File: src/rtl/draw_scheduler.sv
// Frame draw sequencer: grants four drawing clients in fixed order 0..3 and
// multiplexes the granted client's pixel stream onto one registered plot port.
module draw_scheduler #(
  parameter int unsigned TIMEOUT_CYCLES = 65535
) (
  input  logic        clock,
  input  logic        resetn,
  input  logic        frame_start,
  input  logic [3:0]  client_mask,
  input  logic [35:0] req_x,
  input  logic [31:0] req_y,
  input  logic [47:0] req_color,
  input  logic [3:0]  req_we,
  input  logic [3:0]  req_done,
  output logic [3:0]  client_start,
  output logic [8:0]  vga_x,
  output logic [7:0]  vga_y,
  output logic [11:0] vga_color,
  output logic        vga_we,
  output logic [1:0]  active_id,
  output logic        busy,
  output logic        frame_done,
  output logic [3:0]  timeout_err,
  output logic        overrun
);

  localparam int unsigned TW = ($clog2(TIMEOUT_CYCLES + 1) < 1) ? 1 : $clog2(TIMEOUT_CYCLES + 1);
  localparam logic [TW-1:0] TLAST = TW'(TIMEOUT_CYCLES - 1);

  localparam logic [2:0] S_IDLE   = 3'd0;
  localparam logic [2:0] S_SELECT = 3'd1;
  localparam logic [2:0] S_LAUNCH = 3'd2;
  localparam logic [2:0] S_WAIT   = 3'd3;
  localparam logic [2:0] S_DONE   = 3'd4;

  logic [2:0]    state_q, state_d;
  logic [2:0]    idx_q, idx_d;
  logic [3:0]    mask_q, mask_d;
  logic [TW-1:0] timer_q, timer_d;
  logic [3:0]    terr_q, terr_d;
  logic          ovr_q, ovr_d;
  logic [8:0]    vga_x_q;
  logic [7:0]    vga_y_q;
  logic [11:0]   vga_color_q;
  logic          vga_we_q;
  logic [1:0]    sel;

  assign sel = idx_q[1:0];

  always_comb begin
    state_d = state_q;
    idx_d   = idx_q;
    mask_d  = mask_q;
    timer_d = timer_q;
    terr_d  = terr_q;
    ovr_d   = ovr_q;
    case (state_q)
      S_IDLE: begin
        if (frame_start) begin
          mask_d  = client_mask;
          idx_d   = '0;
          terr_d  = '0;
          ovr_d   = 1'b0;
          state_d = S_SELECT;
        end
      end
      S_SELECT: begin
        if (idx_q == 3'd4) begin
          state_d = S_DONE;
        end else if (!mask_q[sel]) begin
          idx_d = idx_q + 3'd1;
        end else begin
          timer_d = '0;
          state_d = S_LAUNCH;
        end
      end
      S_LAUNCH: state_d = S_WAIT;
      S_WAIT: begin
        timer_d = timer_q + 1'b1;
        // completion takes priority over a coincident timeout
        if (req_done[sel]) begin
          idx_d   = idx_q + 3'd1;
          state_d = S_SELECT;
        end else if (timer_q == TLAST) begin
          terr_d[sel] = 1'b1;
          idx_d       = idx_q + 3'd1;
          state_d     = S_SELECT;
        end
      end
      S_DONE:  state_d = S_IDLE;
      default: state_d = S_IDLE;
    endcase
    if ((state_q != S_IDLE) && frame_start) ovr_d = 1'b1;
  end

  always_ff @(posedge clock or negedge resetn) begin
    if (!resetn) begin
      state_q     <= S_IDLE;
      idx_q       <= '0;
      mask_q      <= '0;
      timer_q     <= '0;
      terr_q      <= '0;
      ovr_q       <= 1'b0;
      vga_x_q     <= '0;
      vga_y_q     <= '0;
      vga_color_q <= '0;
      vga_we_q    <= 1'b0;
    end else begin
      state_q     <= state_d;
      idx_q       <= idx_d;
      mask_q      <= mask_d;
      timer_q     <= timer_d;
      terr_q      <= terr_d;
      ovr_q       <= ovr_d;
      vga_x_q     <= req_x[9*sel +: 9];
      vga_y_q     <= req_y[8*sel +: 8];
      vga_color_q <= req_color[12*sel +: 12];
      vga_we_q    <= (state_q == S_WAIT) && req_we[sel];
    end
  end

  assign client_start = (state_q == S_LAUNCH) ? (4'b0001 << sel) : '0;
  assign active_id    = ((state_q == S_LAUNCH) || (state_q == S_WAIT)) ? sel : 2'd0;
  assign busy         = (state_q != S_IDLE);
  assign frame_done   = (state_q == S_DONE);
  assign timeout_err  = terr_q;
  assign overrun      = ovr_q;
  assign vga_x        = vga_x_q;
  assign vga_y        = vga_y_q;
  assign vga_color    = vga_color_q;
  assign vga_we       = vga_we_q;

endmodule

File: config.mk
export PLATFORM = sky130hd
export DESIGN_NAME = draw_scheduler
export DESIGN_NICKNAME = d
export VERILOG_FILES = /design/src/rtl/draw_scheduler.sv
export SDC_FILE = /design/constraint.sdc
export NUM_CORES = 1
export LEC_CHECK = 0
export BUFFER_PORTS_ARGS = -buffer_cell sky130_fd_sc_hd__buf_4
export CAP_MARGIN = 10
export CORE_MARGIN = 2
export CORE_UTILIZATION = 48
export CTS_CLUSTER_DIAMETER = 200
export DETAILED_ROUTE_END_ITERATION = 8
export PLACE_DENSITY = 0.93
export SLEW_MARGIN = 25
export SYNTH_ARGS = -nofsm -noshare
export SYNTH_HDL_FRONTEND = slang
export SYNTH_SLANG_ARGS = --single-unit
File: constraint.sdc
create_clock -name clock -period 3.76 [get_ports clock]
set_input_delay 0.564 -clock clock [delete_from_list [all_inputs] [get_ports clock]]
set_output_delay 0.564 -clock clock [all_outputs]
set_load 0.02 [all_outputs]
==> reports/metrics.cfg <==
[status]
outcome = complete, no violations

[drt]
drt_iter0_drc = 255
via_per_inst = 5.61
num_vias = 2787
drtAntennaViolNets = 0
drt-total-wl_mm = 9.81
wl_per_cell_um = 19.7
dr.pass1.iters = 5
drc = 0

[power_and_ir_drop]
peakVddDrop_mv = 0.477
powerDensity_mw_per_mm2 = 686
leakagePower_uw = 0.00220

[global_routing]
grt_max_degree = 62
antenna_found_initial = 0
grt_pass1_wl_mm = 14.9
first_global_vias = 2887
track_usage_pct = 27.7
grt-ovfl-total = 0

[sta]
finalCriticalPeriod_ps = 2570
tightestPinTransition_ps = 815
rsz0062_at_grt = no
setup_viol = 0
hold_violations = 0
slew-limit-headroom_pct = 45.7
fmax_mhz = 390
setup_tns_ps = 0
fin_ws_ps = 1190
drv_slew = 0
fin_crit_sh_pct = 68.2
skew_ps = 7.68

[yosys]
syn_area_mm2 = 0.00320
synth_xor_area_share_pct = 1.37
syn_area_per_cell_um2 = 13.1
yosysTopAreaCell = dfrtp_1
ys_seq_area_share_pct = 47.7
yosys-top-cells-area = dfrtp_1, mux4_2, ha_1
synth_mux_area_share_pct = 25.2
synth_fa_ha_area_share_pct = 2.35
synth_top_family_by_area = multiplexers
synth.distinct_cells = 42
netlist_instances = 244
synth_top_area_share_pct = 47.7
synth_nets = 381
synth-compound-area-share_pct = 7.63
yosys_warnings = 0
synth-simple-area-share_pct = 12.5
synth-seq-cells = 61

[cts]
cts_tree = yes
path_clk_slew_ps = 70
holdBufCountCts = 0
cts_buffer_depth = 2
ctsResizeCount = 0
h-tree-depth = 3
cts_buffers = 9
cts_root_buf = clkbuf_8
clkLatencyLatePin_ps = 340
post_cts_buffers = 0
cts.sinks = 61

[cells_and_area]
syn2layout_area_growth_pct = 48.2
nFillCells = 370
layout_common_cells = buf_4, dfrtp_1, mux4_2
antenna_cells = 0
nNetsFinal = 552
drive_gt1_share_pct = 55.7
final_common_cell = buf_4

[placed_design]
portBuffers = 173
place_ws_ps = 1590
dpl.hpwl_mm = 7.40
place.gp.congestion = 0.829

[die]
num_rows = 29
die_w_um = 85.6
fp.dieH_um = 85.6
start_util_pct = 50.1
core_mm2 = 0.00639
dieArea_mm2 = 0.00733
pin_count = 174

[setup_path]
startpoint = idx_q[1]$_DFFE_PN0P_
crit_path_start_kind = flip-flop
r2r-start = idx_q[1]$_DFFE_PN0P_
cp.required_ps = 3200
worstPathArrival_ps = 2000
crit_fanout = 19
timing.setup.critical_path_class = reg2out
end_kind = output port
r2r.worst_path.cells = 7

[worst_hold_path]
hp-class = in2async

[job]
max_cap_violations = 0

==> registers in the layout, summed over array words and instances (netlist names), 3 cells and up <==
signal	cells
idx_q	3
vga_color	12
vga_x	9
timeout_err	4
mask_q	4
timer_q	16
state_q	3
vga_y	8
==> kinds of logic (layout without fill, tap and decap cells) <==
logic type	count (synthesis)	in the layout
AO/OA/AOI/OAI	36	36
XOR/XNOR	5	5
adder cells (fa/ha/maj)	6	6
buffers and inverters	20	196
flip-flops	61	61
multiplexers	40	40
AND/OR/NAND/NOR	76	76
==> per-layer routing <==
layer / track usage (%) / vias to the layer above / routed length, um
met2: 47.5 / 134 / 5280
met1: 33.5 / 1368 / 3590
met4: 12.4 / 0 / 278
li1: - / 1259 / -
met3: 6.16 / 26 / 664
met5: 0 / - / 0
==> worst paths after layout <==
kind / to / slack, ps
max: client_start[0] / 1190
min: timer_q[5]$_DFFE_PN0P_ / 280
max reg2reg: timer_q[6]$_DFFE_PN0P_ / 1520
min reg2reg: overrun$_DFFE_PN0P_ / 490
max in group asynchronous: idx_q[0]$_DFFE_PN0P_ / 2960
min in group clock: overrun$_DFFE_PN0P_ / 450
==> synth_stat cells (all sizes together) <==
master  number
ha           6
nand2b       3
nand2       17
clkbuf       3
and2         6
xnor2        1
or2          2
a21oi        5
mux2         4
buf         12
nor3         7
nand3b       1
nor2        15
o21ai       17
clkinv       1
inv          4
nor3b        2
or3          1
nand3        8
a21o         1
dfrtp       61
o21a         1
o211ai       1
mux2i        4
nand4        6
a22o         6
and3         2
mux4        32
o31ai        3
or4b         1
nor4         2
a31oi        2
xor2         4
nor2b        2
and3b        1
==> stage by stage <==
stage          hold slack (ps)  cell area [um2]  utilization (%)  total power (uW)  cells
3_3_place_gp               465             4530             70.9              2570    481
5_1_grt                    350             4740             74.2              3410    497
2_1_floorplan              268             3200                -              2080    244
4_1_cts                    316             4740             74.2              3260    497
6_report                   281             4740             74.2              3250    497
3_5_place_dp               474             4530             70.9              2630    481
==> power breakdown <==
group          internal, uW  switching, uW
registers               880            207
logic                   760            796
clock network           359            249
total                  2000           1250
==> cell type report <==
type                            instances  area (um2)  area share, %
Sequential cell                        61        1530           32.3
Tap cell                               77        96.3           2.03
Multi-Input combinational cell        163        1570           33.1
Clock inverter                          3        42.5          0.898
Timing Repair Buffer                  175        1310           27.7
Clock buffer                           13         169           3.57
Inverter                                5        18.8          0.396
==> critical path: stages (launching register included) <==
cell	delay, ps
dfrtp_1	870
inv_1	190
ha_1	290
and2_1	150
buf_4	150
(Power assumes the default switching activity.)
